$ cat config.mk
export PLATFORM = sky130hd
export DESIGN_NAME = regfile_write_arbiter
export DESIGN_NICKNAME = d
export VERILOG_FILES = /design/src/rtl/regfile_pkg.sv /design/src/rtl/regfile_onehot_decode.sv /design/src/rtl/regfile_write_arbiter.sv
export SDC_FILE = /design/constraint.sdc
export NUM_CORES = 1
export LEC_CHECK = 0
export CORE_MARGIN = 2
export CORE_UTILIZATION = 42
export DETAILED_ROUTE_END_ITERATION = 6
export PLACE_DENSITY = 0.95
export SETUP_SLACK_MARGIN = 0.3
export SYNTH_ARGS = -nofsm -noshare
export SYNTH_HDL_FRONTEND = slang
export SYNTH_SLANG_ARGS = --single-unit
$ cat constraint.sdc
create_clock -name clock -period 4.7 [get_ports clock]
set_clock_uncertainty 0.1 [all_clocks]
set_input_delay 0.47 -clock clock [delete_from_list [all_inputs] [get_ports clock]]
set_output_delay 0.47 -clock clock [all_outputs]
set_load 0.05 [all_outputs]
$ cat src/rtl/regfile_pkg.sv
`default_nettype none
// ============================================================================
// Module      : regfile_pkg
// Description : Shared constants and encodings for the register-file write
//               arbiter and its one-hot decoder.
// Revision    : 1.0 - initial release
// ============================================================================
package regfile_pkg;

    localparam int XZR_INDEX  = 31;
    localparam int NUM_REGS   = 32;
    localparam int REG_ADDR_W = 5;
    localparam int LAST_CLEAR = 30;

    typedef enum logic [0:0] {
        INIT = 1'b0,
        RUN  = 1'b1
    } state_t;

    typedef enum logic [0:0] {
        PTR_A = 1'b0,
        PTR_B = 1'b1
    } ptr_t;

endpackage
`default_nettype wire

$ cat src/rtl/regfile_onehot_decode.sv
`default_nettype none
// ============================================================================
// Module      : regfile_onehot_decode
// Description : 5-bit address to 32-bit one-hot write select; the zero
//               register never decodes.
// Revision    : 1.0 - initial release
// ============================================================================
module regfile_onehot_decode #(
    parameter int XZR_INDEX = 31
) (
    input  logic        en,
    input  logic [4:0]  addr,
    output logic [31:0] sel
);
    import regfile_pkg::*;

    always_comb begin
        sel = '0;
        if (en && (addr != 5'(XZR_INDEX))) begin
            sel[addr] = 1'b1;
        end
    end

endmodule
`default_nettype wire

$ cat src/rtl/regfile_write_arbiter.sv
`default_nettype none
// ============================================================================
// Module      : regfile_write_arbiter
// Description : Clears X0..X30 after reset, then round-robin arbitrates two
//               write-back requesters onto the single register-file port.
// Revision    : 1.0 - initial release
// ============================================================================
module regfile_write_arbiter #(
    parameter int DATA_WIDTH = 64,
    parameter bit INIT_CLEAR = 1'b1,
    parameter int XZR_INDEX  = 31
) (
    input  logic                  clock,
    input  logic                  reset,
    input  logic                  a_valid,
    output logic                  a_ready,
    input  logic [4:0]            a_addr,
    input  logic [DATA_WIDTH-1:0] a_data,
    input  logic                  b_valid,
    output logic                  b_ready,
    input  logic [4:0]            b_addr,
    input  logic [DATA_WIDTH-1:0] b_data,
    output logic                  wr_en,
    output logic [4:0]            wr_addr,
    output logic [DATA_WIDTH-1:0] wr_data,
    output logic [31:0]           wr_sel,
    output logic                  init_done
);
    import regfile_pkg::*;

    state_t                r_state;
    ptr_t                  r_ptr;
    logic [4:0]            r_cnt;

    logic                  w_accept;
    logic [4:0]            w_grant_addr;
    logic [DATA_WIDTH-1:0] w_grant_data;
    logic                  w_dec_en;
    logic [4:0]            w_dec_addr;
    logic [31:0]           w_sel;

    // At most one ready per cycle; the pointer only matters when both are valid.
    always_comb begin
        a_ready = 1'b0;
        b_ready = 1'b0;
        if (r_state == RUN) begin
            if (a_valid && (!b_valid || (r_ptr == PTR_A))) begin
                a_ready = 1'b1;
            end else if (b_valid) begin
                b_ready = 1'b1;
            end
        end
    end

    assign w_accept     = (a_valid && a_ready) || (b_valid && b_ready);
    assign w_grant_addr = a_ready ? a_addr : b_addr;
    assign w_grant_data = a_ready ? a_data : b_data;
    assign w_dec_en     = (r_state == INIT) || w_accept;
    assign w_dec_addr   = (r_state == INIT) ? r_cnt : w_grant_addr;

    regfile_onehot_decode #(
        .XZR_INDEX (XZR_INDEX)
    ) u_decode (
        .en   (w_dec_en),
        .addr (w_dec_addr),
        .sel  (w_sel)
    );

    always_ff @(posedge clock) begin
        if (reset) begin
            if (INIT_CLEAR) begin
                r_state <= INIT;
            end else begin
                r_state <= RUN;
            end
            r_ptr     <= PTR_A;
            r_cnt     <= '0;
            wr_en     <= 1'b0;
            wr_addr   <= '0;
            wr_data   <= '0;
            wr_sel    <= '0;
            init_done <= !INIT_CLEAR;
        end else begin
            wr_sel <= w_sel;
            if (r_state == INIT) begin
                wr_en   <= 1'b1;
                wr_addr <= r_cnt;
                wr_data <= '0;
                r_cnt   <= r_cnt + 5'd1;
                if (r_cnt == 5'(LAST_CLEAR)) begin
                    r_state   <= RUN;
                    init_done <= 1'b1;
                end
            end else begin
                // A zero-register write completes its handshake but never strobes.
                wr_en <= w_accept && (w_grant_addr != 5'(XZR_INDEX));
                if (w_accept) begin
                    wr_addr <= w_grant_addr;
                    wr_data <= w_grant_data;
                end
                if (a_valid && b_valid) begin
                    if (a_ready) begin
                        r_ptr <= PTR_B;
                    end else begin
                        r_ptr <= PTR_A;
                    end
                end
            end
        end
    end

endmodule
`default_nettype wire

# After elaboration in Yosys (flattened, before gate mapping)

Cells that the tools add are included.

Register bits after elaboration: 110
Bits of input ports: 142

Reductions and logical operators: 15
Eq/ne operators: 4
Add/sub/neg operators: 1
Order comparisons: 2
Bitwise operators: 3
Mux-type cells: 16

Operators with widths:

| kind                                                                         | count |
|---|---|
| 64-bit two-way mux                                                           | 1 |
| 5-bit two-way mux                                                            | 4 |
| 1-bit two-way mux                                                            | 10 |
| 5-bit != test, second input constant                                         | 2 |
| 1-bit logical AND                                                            | 7 |
| 5-bit by 6-bit less-than comparator with 1-bit output, second input constant | 1 |
| 5-bit by 1-bit adder with 5-bit output, second input constant                | 1 |
| 1-bit demux with 5-bit select                                                | 1 |
| 5-bit equality test, second input constant                                   | 1 |
| 5-bit by 1-bit >= comparator with 1-bit output, second input constant        | 1 |
| 2-bit AND reduction                                                          | 2 |
| 2-bit OR reduction                                                           | 2 |
| 1-bit logical OR                                                             | 3 |
| 1-bit NOT                                                                    | 3 |
| 2-bit by 1-bit != test with 1-bit output, second input constant              | 1 |
| 1-bit zero test                                                              | 1 |

# Logic depth before layout (Yosys ltp)

Gate-level depths: netlist of run 1.

Depth in word-level cells: 11
Mapped depth: 8

# By module

A second synthesis of run 1 with hierarchy kept.

Cell total of the unflattened synthesis: 577
Area, all modules: 5172.5 µm²

Modules (own cells, without submodules):

| module                | instances | sequential area each (µm²) | area each (µm²) | cells an instance |
|---|---|---|---|---|
| regfile_write_arbiter | 1         | 2202.1                     | 4934.7          | 529 |
| regfile_onehot_decode | 1         | 0.0                        | 237.7           | 48 |

# Worst setup path after synthesis of run 1

No wires, ideal clock.

Kind: register to output
Start point: register r_state
End point: output port b_ready
Buffers on the path: 3
Setup slack: 2.289 ns
Arrival time: 1.841 ns
Cell stages (with the launch flop): 6
Cells stage by stage: dfxtp_1 > buf_2 > buf_2 > nand2_1 > clkbuf_1 > nor2_1

Longest elaborated chain between the ends: 1

RTL lines:

| element                | line                        | source |
|---|---|---|
| start, declared        | regfile_write_arbiter.sv:31 | `state_t r_state;` |
| start signal, assigned | regfile_write_arbiter.sv:72 | `r_state <= INIT;` |
| start signal, assigned | regfile_write_arbiter.sv:74 | `r_state <= RUN;` |
| start signal, assigned | regfile_write_arbiter.sv:91 | `r_state <= RUN;` |
| 1-bit two-way mux      | regfile_write_arbiter.sv:46 | `if (r_state == RUN) begin` |
| end, declared          | regfile_write_arbiter.sv:20 | `output logic b_ready,` |

No other way between the ends.

# Worst setup path after layout of run 1

Start point: input port b_valid
End point: output port a_ready

Longest elaborated chain between the ends: 5

RTL lines:

| element           | line                        | source |
|---|---|---|
| start, declared   | regfile_write_arbiter.sv:19 | `input logic b_valid,` |
| 1-bit zero test   | regfile_write_arbiter.sv:47 | `if (a_valid && (!b_valid \|\| (r_ptr == PTR_A))) begin` |
| 1-bit logical OR  | regfile_write_arbiter.sv:47 |  |
| 1-bit logical AND | regfile_write_arbiter.sv:47 |  |
| 1-bit two-way mux | regfile_write_arbiter.sv:47 |  |
| 1-bit two-way mux | regfile_write_arbiter.sv:46 |  |
| end, declared     | regfile_write_arbiter.sv:16 | `output logic a_ready,` |

No other way between the ends.

==> results of run 1 <==
-- kinds of logic after synthesis --
logic type,Yosys count
adder cells (fa/ha/maj),2
flip-flops,110
AND/OR/NAND/NOR,275
XOR/XNOR,4
other,1
buffers and inverters,47
AO/OA/AOI/OAI,128
multiplexers,5
-- stage by stage --
step / util / worst slack [ns] / cells / cell area, um2 / hold WS, ns
after CTS: 0.6956 / 1.450 / 932 / 7246 / 0.3855
after global routing: 0.6956 / 1.344 / 932 / 7246 / 0.3982
after detailed placement: 0.6759 / 1.451 / 916 / 7041 / 0.3554
final: 0.6956 / 1.427 / 932 / 7246 / 0.3794
after global placement: 0.6759 / 1.481 / 916 / 7041 / 0.3341
after floorplan: - / 2.289 / 572 / 4533 / 0.3627
-- cell usage in the layout, fill, tap and decap left out, drive strengths merged, types with 3 or more instances in the layout --
| cell type | netlist | routed |
|---|---|---|
| nand2b | 3 | 3 |
| nor3 | 17 | 17 |
| mux2i | 4 | 4 |
| a21o | 3 | 3 |
| a31oi | 3 | 3 |
| clkdlybuf4s50 | 0 | 246 |
| a311oi | 42 | 42 |
| inv | 2 | 7 |
| xor2 | 3 | 3 |
| nand2 | 126 | 126 |
| dfxtp | 110 | 110 |
| a21oi | 49 | 49 |
| nand3 | 4 | 4 |
| nor2 | 106 | 106 |
| buf | 17 | 6 |
| clkbuf | 27 | 9 |
| nor2b | 9 | 9 |
| o21ai | 12 | 12 |
| clkinv | 1 | 3 |
| a32oi | 8 | 8 |
-- worst min path at each step --
stage	from	endpoint	slack (ns)	cells past startpoint
global placement	wr_addr[2]	wr_addr[2]	0.33	1
detailed placement	wr_addr[2]	wr_addr[2]	0.36	1
global route	wr_addr[3]	wr_addr[3]	0.40	2
floorplan	r_cnt[0]	r_cnt[0]	0.36	2
finish	wr_addr[4]	wr_addr[4]	0.38	1
CTS	wr_addr[1]	wr_addr[1]	0.39	2
-- sequential cells by signal, indices dropped and copies added, names as in the netlist --
register   count
r_ptr          1
r_state        1
wr_addr        5
r_cnt          5
wr_en          1
wr_data       64
init_done      1
wr_sel        32
-- worst reg2reg max path: cells and delay by family (launching register included) --
| kind | cells | cell delay (ns) |
|---|---|---|
| compound gates | 2 | 0.43 |
| buf+inv | 2 | 0.53 |
| simple gates | 2 | 0.77 |
| flops | 1 | 0.53 |
-- per-layer routing --
| layer | vias to the layer above | wire length (um) | GRT usage |
|---|---|---|---|
| li1 | 2404 | - | - |
| met1 | 2250 | 6186 | 0.3085 |
| met3 | 39 | 1223 | 0.06840 |
| met5 | - | 0 | 0 |
| met2 | 239 | 7532 | 0.4326 |
| met4 | 0 | 461 | 0.1007 |
-- power by group --
part	leakage (nW)	internal (W)	total, W	switching, W
Combinational	1.44	0.000127	0.000203	0.0000765
Sequential	0.888	0.000939	0.000946	0.00000646
Clock	0.104	0.000217	0.000583	0.000366
-- final cells by class --
cell class              instances  area, um2  share of cell area
inverters                       3      12.51            0.001727
repair buffers                252       2507              0.3461
clock inverters                 7      81.33             0.01122
clock buffers                   9      123.9             0.01710
well taps                     136      170.2             0.02348
flip-flops and latches        110       2202              0.3039
multi-input cells             415       2148              0.2965
==> summary.txt, run 1 <==
Status
  • Run status: finished clean

Drt
  • Antenna viol nets, final: 0
  • WL final: 15400 um
  • First-pass detailed-route iteration total: 5
  • Vias: 4932
  • First-iteration detailed-routing DRC count: 494
  • DRC: 0
  • Avg WL per Cell: 16.53 um
  • Number of vias per cell: 5.292

Critical path
  • Worst path arrival time: 2.70 ns
  • Worst Reg-to-Reg Cells: 6
  • Req. time, crit path: about 4.1 ns
  • CP startpoint kind: input port
  • Setup crit start: b_valid
  • Reg-to-reg critical path endpoint: wr_sel[20]
  • Levels on crit path: 5
  • Slowest stage delay, CP: 0.86 ns
  • Crit path to: a_ready
  • Crit path max fanout: 14
  • Worst setup EP type: primary output
  • Worst R2R Setup Slack: ~2.3 ns
  • Critical path buffers and inverters: 3
  • Crit-path cells: clkdlybuf4s50_1, a21boi_4, nand2_4, clkinv_2, clkdlybuf4s50_1
  • Slowest CP cell: clkdlybuf4s50_1
  • Most used cell, CP: clkdlybuf4s50_1
  • CP Class: in2out
  • Largest delay share family, worst path: buffers and inverters
  • R2r startpoint: r_state

Clocking
  • Hold_buf cts: 0
  • Post-CTS Resized: 0
  • Htree depth: 3
  • Post-CTS Setup Repair Bufs: 0
  • Clock-pin slew on the worst setup and hold paths: 0.11 ns
  • Clk buf depth: 2
  • Clk Latency, worst-skew pair: 0.36 ns
  • # clock sinks: 110
  • TritonCTS clock tree: yes
  • CTS Buf Count: 9
  • Root buf cell: clkbuf_8

Floorplan
  • DIE HEIGHT: 107.9 um
  • Die area: roughly 12000 um2
  • Die width: 107.9 um
  • Initial core utilization: 0.4352
  • I/O Pins: 247
  • Rows: 37
  • Core area: 10420 um2

Yosys
  • XOR/XNOR Fraction of Synth Area: 0.007728
  • Mux cell area share after synthesis: 0.01132
  • Avg Cell Area, Syn: roughly 7.9 um2
  • Mapped cell area: 4533 um2
  • Asr flop ratio synth: 0
  • Simple-gate portion of the synthesized area: 0.2501
  • Number of synthesized flops with an enable pin: 0
  • Synth area leader: dfxtp_1
  • Synth unique cells: 44
  • Mapped Nets: just over 700
  • #FFs+latches synth: 110
  • Gate Count Post-Synth: about 570
  • Synth area leaders: dfxtp_1 (49%), nand2_1 (10%), nor2_1 (8.8%)
  • Yosys warnings: 0
  • Compound-cell area share of the yosys netlist: 0.1968
  • Post-synthesis sequential area ratio: 0.4858
  • Synth top area share: 0.4858
  • Most common cell in the synthesized netlist: nand2_1
  • Largest family of logic cells by synthesized area: simple AND/OR/NAND/NOR gates
  • Post-Synth Adder-Cell Area: 0.005520
  • Ys flop type: dfxtp_1
  • Most frequent cells after synthesis: nand2_1 (125), dfxtp_1 (110), nor2_1 (106)

STA
  • Final Hold Vio Count: 0
  • Unrepaired setup endpoints after global routing: no
  • Setup TNS: 0 ns
  • Final Max Slew Viols: 0
  • Slew headroom: 0.3155
  • Measured slew at the worst slew-check pin: 1.027 ns
  • Final min period: 3.273 ns
  • FMAX: just over 300 MHz
  • Final setup vio count: 0
  • Period utilization: 0.6964

Global routing
  • Pin count of the biggest net entering global routing: between 90 and 100
  • Global-route wire length before repair: 23390 um
  • Initial antenna violation count: 0
  • GRT Overall Usage: 0.2559
  • Total gr overflow: 0
  • Number of global-route vias before repair: 4621

Final layout
  • Area grow syn2layout: 59.84%
  • Share of layout cells above drive strength 1: 0.04146
  • # diodes: 0
  • Filler cells: just over 800
  • Nets: slightly above 900

Pwr
  • VDD IR max: between 0.00015 and 0.0002 V
  • Static Leak: ~2.4 nW
  • Power Density: 239.0 nW/um2
  • Overall power: 0.001732 W

Place
  • DP HPWL: around 11000 um
  • GP Congestion: just over 0.9
  • I/O Buffers: between 200 and 250

Hold path
  • Hold WC Path Type: reg2reg

Flow run
  • Max-cap violation count: 0
Note: power is estimated with default switching activity, not from simulation.
==> inputs of run 2 (changes only) <==
CORE_UTILIZATION = 39   (was 42)
PLACE_DENSITY = 0.93   (was 0.95)
clock period = 3.2 ns   (was 4.7 ns; I/O delays follow)
==> run 2 against run 1 <==
Net effect:
- worst hold slack lost 0.018 ns
- cell area is 3.0% higher
- register-to-register slack got worse by 1.2 ns
- die area rose by 7.4%
- sequential cell count stayed put
- global-route usage is 1.5 points lower
- critical endpoint is now wr_sel[3]
==> summary.txt, run 2 (synthesized netlist as in run 1, its figures left out) <==
Status
  • Run status: finished clean

Drt
  • Number of vias per cell: 5.338 (+0.88%)
  • Avg WL per Cell: 16.41 um (-0.68%)
  • WL final: 15430 um (+0.17%)
  • Antenna viol nets, final: 0 (unchanged)
  • First-pass detailed-route iteration total: 5 (unchanged)
  • Vias: 5018 (+1.7%)
  • First-iteration detailed-routing DRC count: 516 (+4.5%)
  • DRC: 0 (unchanged)

Floorplan
  • Initial core utilization: 0.3987 (-0.03649)
  • Rows: 39 (+5.4%)
  • Core area: 11370 um2 (+9.2%)
  • Die width: 111.8 um (+3.6%)
  • Die area: 12500 um2 (+7.4%)
  • I/O Pins: 247 (unchanged)
  • DIE HEIGHT: 111.8 um (+3.6%)

Clocking
  • Clk buf depth: 2 (unchanged)
  • CTS Buf Count: 9 (unchanged)
  • Post-CTS Resized: 0 (unchanged)
  • Root buf cell: clkbuf_16
  • Htree depth: 3 (unchanged)
  • Clk Latency, worst-skew pair: 0.35 ns (about the same)
  • # clock sinks: 110 (unchanged)
  • Post-CTS Setup Repair Bufs: 0 (unchanged)
  • Hold_buf cts: 0 (unchanged)
  • Clock-pin slew on the worst setup and hold paths: 0.07 ns (-0.04 ns)
  • TritonCTS clock tree: yes

Critical path
  • CP Class: in2reg
  • Worst Reg-to-Reg Cells: 5 (-1)
  • Crit path max fanout: 25 (+11)
  • CP startpoint kind: input port
  • Worst setup EP type: flop
  • Req. time, crit path: 3.38 ns (-0.75 ns)
  • Setup crit start: b_valid
  • Worst R2R Setup Slack: 1.04 ns (-1.23 ns)
  • Worst path arrival time: 2.48 ns (-0.22 ns)
  • Reg-to-reg critical path endpoint: wr_sel[8]
  • R2r startpoint: r_state

Global routing
  • Global-route wire length before repair: 24170 um (+3.3%)
  • Initial antenna violation count: 0 (unchanged)
  • Pin count of the biggest net entering global routing: 108 (+11%)
  • Met3 Use GR: 0.07567 (+0.007265)
  • GRT Overall Usage: 0.2409 (-0.01507)
  • M1 GR Usage: 0.2859 (-0.02259)
  • Top Usage Layer GRT: met2
  • Number of global-route vias before repair: 4752 (+2.8%)
  • Total gr overflow: 0 (unchanged)
  • Met2 Use GR: 0.3972 (-0.03544)

Hold path
  • Hold EP: wr_addr[2]
  • Hold_sp: wr_addr[2]
  • Hold Path Depth: 1 (unchanged)
  • Hold WC Path Type: reg2reg

Pwr
  • Power Density: 398.4 nW/um2 (+67%)
  • Static Leak: 2.520 nW (+3.8%)
  • VDD IR max: 0.0004250 V (+120%)
  • Overall power: 0.002972 W (+72%)

Final layout
  • Area grow syn2layout: 64.56%
  • Nets: 936 (+0.11%)
  • Register area: 2202 um2 (unchanged)
  • Share of layout cells above drive strength 1: 0.04517 (+0.003712)
  • Multi-input logic area: 2148 um2 (unchanged)
  • Biggest register: wr_data
  • Post-Layout Cell Count: 940 (+0.86%)
  • Post-route cell area: 7460 um2 (+3.0%)
  • Most common cell after layout, fill and taps aside: clkdlybuf4s50_1
  • Max reg flops: 64 (unchanged)
  • Filler cells: 922 (+15%)
  • Largest regs: wr_data x64, wr_sel x32
  • Commonest non-fill, non-tap cells in the layout: clkdlybuf4s50_1 (244), nand2_1 (125), dfxtp_1 (110)
  • # diodes: 0 (unchanged)

STA
  • Period utilization: 0.7162
  • Unrepaired setup endpoints after global routing: no
  • Measured slew at the worst slew-check pin: 0.5816 ns (-0.4451 ns)
  • Final Hold Vio Count: 0 (unchanged)
  • FMAX: 436.3 MHz
  • Final Worst Setup Slack: 0.9082 ns (-0.5185 ns)
  • Setup TNS: 0 ns (unchanged)
  • Final setup vio count: 0 (unchanged)
  • Slew headroom: 0.6123 (+0.2968)
  • Final min period: 2.292 ns
  • Final Max Slew Viols: 0 (unchanged)

Place
  • Pre-CTS WS: 0.6316 ns (-0.8193 ns)
  • # placed instances: 924 (+0.87%)
  • I/O Buffers: 246 (unchanged)
  • DP HPWL: 11120 um (-2.2%)
  • GP Congestion: 0.9235 (+1.4%)
  • DP Area: 7114 um2 (+1.0%)

Flow run
  • Max-cap violation count: 0 (unchanged)
## run 2: cell types whose count changed in the layout (fill, tap and decap cells not counted), sizes merged
cell	previous run	this run
buf	6	9
bufinv	0	3
inv	7	4
clkdlybuf4s50	246	244
clkinv	3	2
clkinvlp	0	1
## run 2: critical path: stages
cell             delay [ns]
clkdlybuf4s50_1        0.63
a21bo_2                0.54
mux2i_1                0.42
nand2b_1               0.23
o211ai_1               0.19
nor2_1                 0.14
## run 2: area by class of cell
type	count	share of cell area
clock buffer	9	0.03019
multi-input combinational	415	0.2880
inverter	3	0.001677
tap	143	0.02399
sequential	110	0.2952
timing repair buffer	253	0.3449
clock inverter	7	0.01610
## run 2: worst max-delay path by stage
stage,end,slack [ns],cells after the start
floorplan,b_ready,0.94,5
global placement,wr_sel[2],0.70,6
detailed placement,wr_sel[2],0.63,6
CTS,a_ready,0.95,6
global route,wr_sel[1],0.81,6
finish,wr_sel[3],0.91,6
## run 2: report_power, final
part	leakage, nW	internal, W	switching, W	total [W]
combinational	1.47	0.000187	0.000114	0.000300
sequential	0.888	0.00138	0.0000113	0.00139
clock	0.166	0.000769	0.000512	0.00128
total	2.52	0.00233	0.000637	0.00297
## run 2: stage by stage
stage | hold WS, ns | util
after detailed placement | 0.3455 | 0.6257
after floorplan | 0.3560 | -
after CTS | 0.3626 | 0.6561
final | 0.3617 | 0.6561
after global placement | 0.3436 | 0.6257
after global routing | 0.3854 | 0.6561
## run 2: per-layer routing
metal / vias to the layer above / share of wire
li1: 2407 / -
met1: 2304 / 0.39
met2: 253 / 0.49
met3: 54 / 0.077
met4: 0 / 0.045
met5: - / 0
==> inputs of run 3 (changes only) <==
CORE_UTILIZATION = 35   (was 39)
PLACE_DENSITY = 0.88   (was 0.93)
clock period = 1.9 ns   (was 3.2 ns; I/O delays follow)
==> run 3 against run 2 <==
Net effect:
- non-clock buffer count grew 58
- total power grew 69%
- clock-buffer cell count unchanged
- final cell count increased by 9.3%
- die area increased by 11%
- sequential share of layout area shrank 3.3 points
- register-to-register slack lost 0.83 ns
- clock power is 65% higher
- cell area is 13% higher
- largest cell class unchanged
- worst setup slack worse by 0.70 ns
- via count increased by 5.8%
==> summary.txt, run 3 (synthesized netlist as in run 1, its figures left out) <==
Final layout
  • Biggest register: wr_data
  • Max reg flops: 64 (unchanged)
  • # diodes: 0 (unchanged)
  • Nets: 994 (+6.2%)
  • Area grow syn2layout: 86.34%
  • Share of layout cells above drive strength 1: 0.1977 (+0.1525)
  • Largest regs: wr_data x64, wr_sel x32
  • Commonest non-fill, non-tap cells in the layout: clkdlybuf4s50_1 (139), nand2_1 (120), dfxtp_1 (107)
  • Finished Core Util: 0.6693 (+0.01324)
  • Most common cell after layout, fill and taps aside: clkdlybuf4s50_1

Floorplan
  • Core area: 12620 um2 (+11%)
  • I/O Pins: 247 (unchanged)
  • Rows: 41 (+5.1%)
  • Initial core utilization: 0.3592 (-0.03949)
  • Die width: 117.8 um (+5.4%)
  • DIE HEIGHT: 117.8 um (+5.4%)
  • Die area: 13880 um2 (+11%)

STA
  • Slew headroom: 0.6339 (+0.02159)
  • Measured slew at the worst slew-check pin: 0.5514 ns (-0.03020 ns)
  • Final Hold Vio Count: 0 (unchanged)
  • Final Max Slew Viols: 0 (unchanged)
  • Final min period: 1.693 ns
  • Unrepaired setup endpoints after global routing: yes
  • Final setup vio count: 0 (unchanged)
  • FMAX: 590.5 MHz
  • Period utilization: 0.8913

Drt
  • First-iteration detailed-routing DRC count: 237 (-54%)
  • Vias: 5310 (+5.8%)
  • First-pass detailed-route iteration total: 4 (-1)
  • WL final: 17750 um (+15%)
  • Antenna viol nets, final: 0 (unchanged)
  • DRC: 0 (unchanged)
  • Number of vias per cell: 5.170 (-3.1%)
  • Avg WL per Cell: 17.29 um (+5.3%)

Pwr
  • Comb pwr share: 0.116 (+0.015)
  • Net Sw Power: 0.001174 W (+84%)
  • Cell Int Power: 0.003860 W (+65%)
  • Overall power: 0.005034 W (+69%)
  • Sw Share: 0.2332 (+0.01869)
  • Power Density: 595.9 nW/um2 (+50%)
  • Clock power share: 0.420 (-0.011)
  • Sequential share of power: 0.464 (-0.004)
  • Static Leak: 3.436 nW (+36%)
  • VDD IR max: 0.0004020 V (-5.4%)

Place
  • I/O Buffers: 246 (unchanged)
  • DP HPWL: 11520 um (+3.6%)
  • GP Congestion: 0.8812 (-4.6%)

Critical path
  • Worst setup EP type: flop
  • Slowest stage delay, CP: 0.44 ns (-0.19 ns)
  • Slowest CP cell: o32a_1
  • CP Class: reg2reg
  • Crit path max fanout: 6 (-76%)
  • Critical path buffers and inverters: 1 (unchanged)
  • Crit-path cells: a21bo_4, buf_6, nand2_4, nand3_4, o32a_1, nor3_2
  • Largest delay share family, worst path: compound AO/OA/AOI/OAI gates
  • Worst R2R Setup Slack: 0.21 ns (-0.83 ns)
  • CP startpoint kind: flop
  • Req. time, crit path: 2.08 ns (-1.30 ns)
  • Worst path arrival time: 1.87 ns (-0.61 ns)

Flow run
  • Max-cap violation count: 0 (unchanged)

Clocking
  • Clock-pin slew on the worst setup and hold paths: 0.08 ns (about the same)
  • TritonCTS clock tree: yes
  • Clk buf depth: 2 (unchanged)
  • Htree depth: 3 (unchanged)
  • Root buf cell: clkbuf_16
  • # clock sinks: 110 (unchanged)
  • CTS Buf Count: 9 (unchanged)
  • Clk Latency, worst-skew pair: 0.34 ns (about the same)

Hold path
  • Hold WC Path Type: in2reg

Global routing
  • Total gr overflow: 0 (unchanged)
  • GRT Overall Usage: 0.2292 (-0.01165)
  • Initial antenna violation count: 0 (unchanged)
  • Global-route wire length before repair: 25570 um (+5.8%)
  • Pin count of the biggest net entering global routing: 56 (-48%)
  • Number of global-route vias before repair: 4971 (+4.6%)

Status
  • Run status: finished clean
-- run 3: cell types whose count changed in the layout (fill, tap and decap cells not counted), moves of 12 or more --
cell,previous run,this run
clkdlybuf4s50_1,244,139
dlygate4sd2_1,0,101
buf_4,4,42
a21oi_1,49,29
nor2_1,106,92
a21oi_2,0,12
nor2_2,0,12
-- run 3: final timing paths --
path / start / end / depth (start not counted)
min: a_data[2] / wr_data[2] / 3
max reg2reg: r_ptr / wr_sel[23] / 6
max: r_ptr / wr_sel[23] / 6
min reg2reg: wr_addr[2] / wr_addr[2] / 1
-- run 3: power groups by stage --
stage	Combinational (W)	Clock, W	Sequential (W)
5_1_grt	0.000617	0.00226	0.00234
4_1_cts	0.000537	0.00216	0.00234
3_3_place_gp	0.000532	0	0.00239
2_1_floorplan	0.000112	0	0.00243
3_5_place_dp	0.000537	0	0.00239
6_report	0.000582	0.00211	0.00234
-- run 3: final cells by class --
cell class	count	area [um2]
clock buffer	9	225.2
clock inverter	7	113.9
fill	985	4173
inverter	3	18.77
multi-input combinational	415	2547
sequential	110	2211
tap	172	215.2
timing repair buffer	311	3115
-- run 3: routing by layer --
layer | up-vias | track usage | routed length [um]
met2 | 241 | 0.3877 | 9139
met4 | 0 | 0.1039 | 450
li1 | 2528 | - | -
met5 | - | 0 | 0
met1 | 2505 | 0.2704 | 6919
met3 | 36 | 0.06250 | 1244
-- run 3: metrics by stage --
stage                     setup WS (ns)  cell area, um2  cells  hold WS, ns  TNS [ns]
after floorplan                  0.2771            4596    572       0.2260         0
after global placement          -0.1532            7502    989       0.3355    -2.635
after detailed placement        -0.1604            7502    989       0.3430    -4.254
after CTS                        0.1203            7825   1009       0.2698         0
after global routing             0.1463            8447   1027       0.2895         0
final                            0.2066            8447   1027       0.2937         0
-- run 3: what timing repair did --
action | 4_1_cts | 5_1_grt
gates cloned | 1 | 6
resized for setup | 119 | 95
endpoints found under the setup margin | 156 | 68
setup buffers | 3 | 12
pin swaps | 6 | 33
hold buffers | 0 | 0
-- run 3: worst register-to-register path: stages, from the launching register on --
cell and delay [ns]:
dfxtp_4 0.37, a21bo_4 0.24, buf_6 0.14, nand2_4 0.08
nand3_4 0.09, o32a_1 0.44, nor3_2 0.17
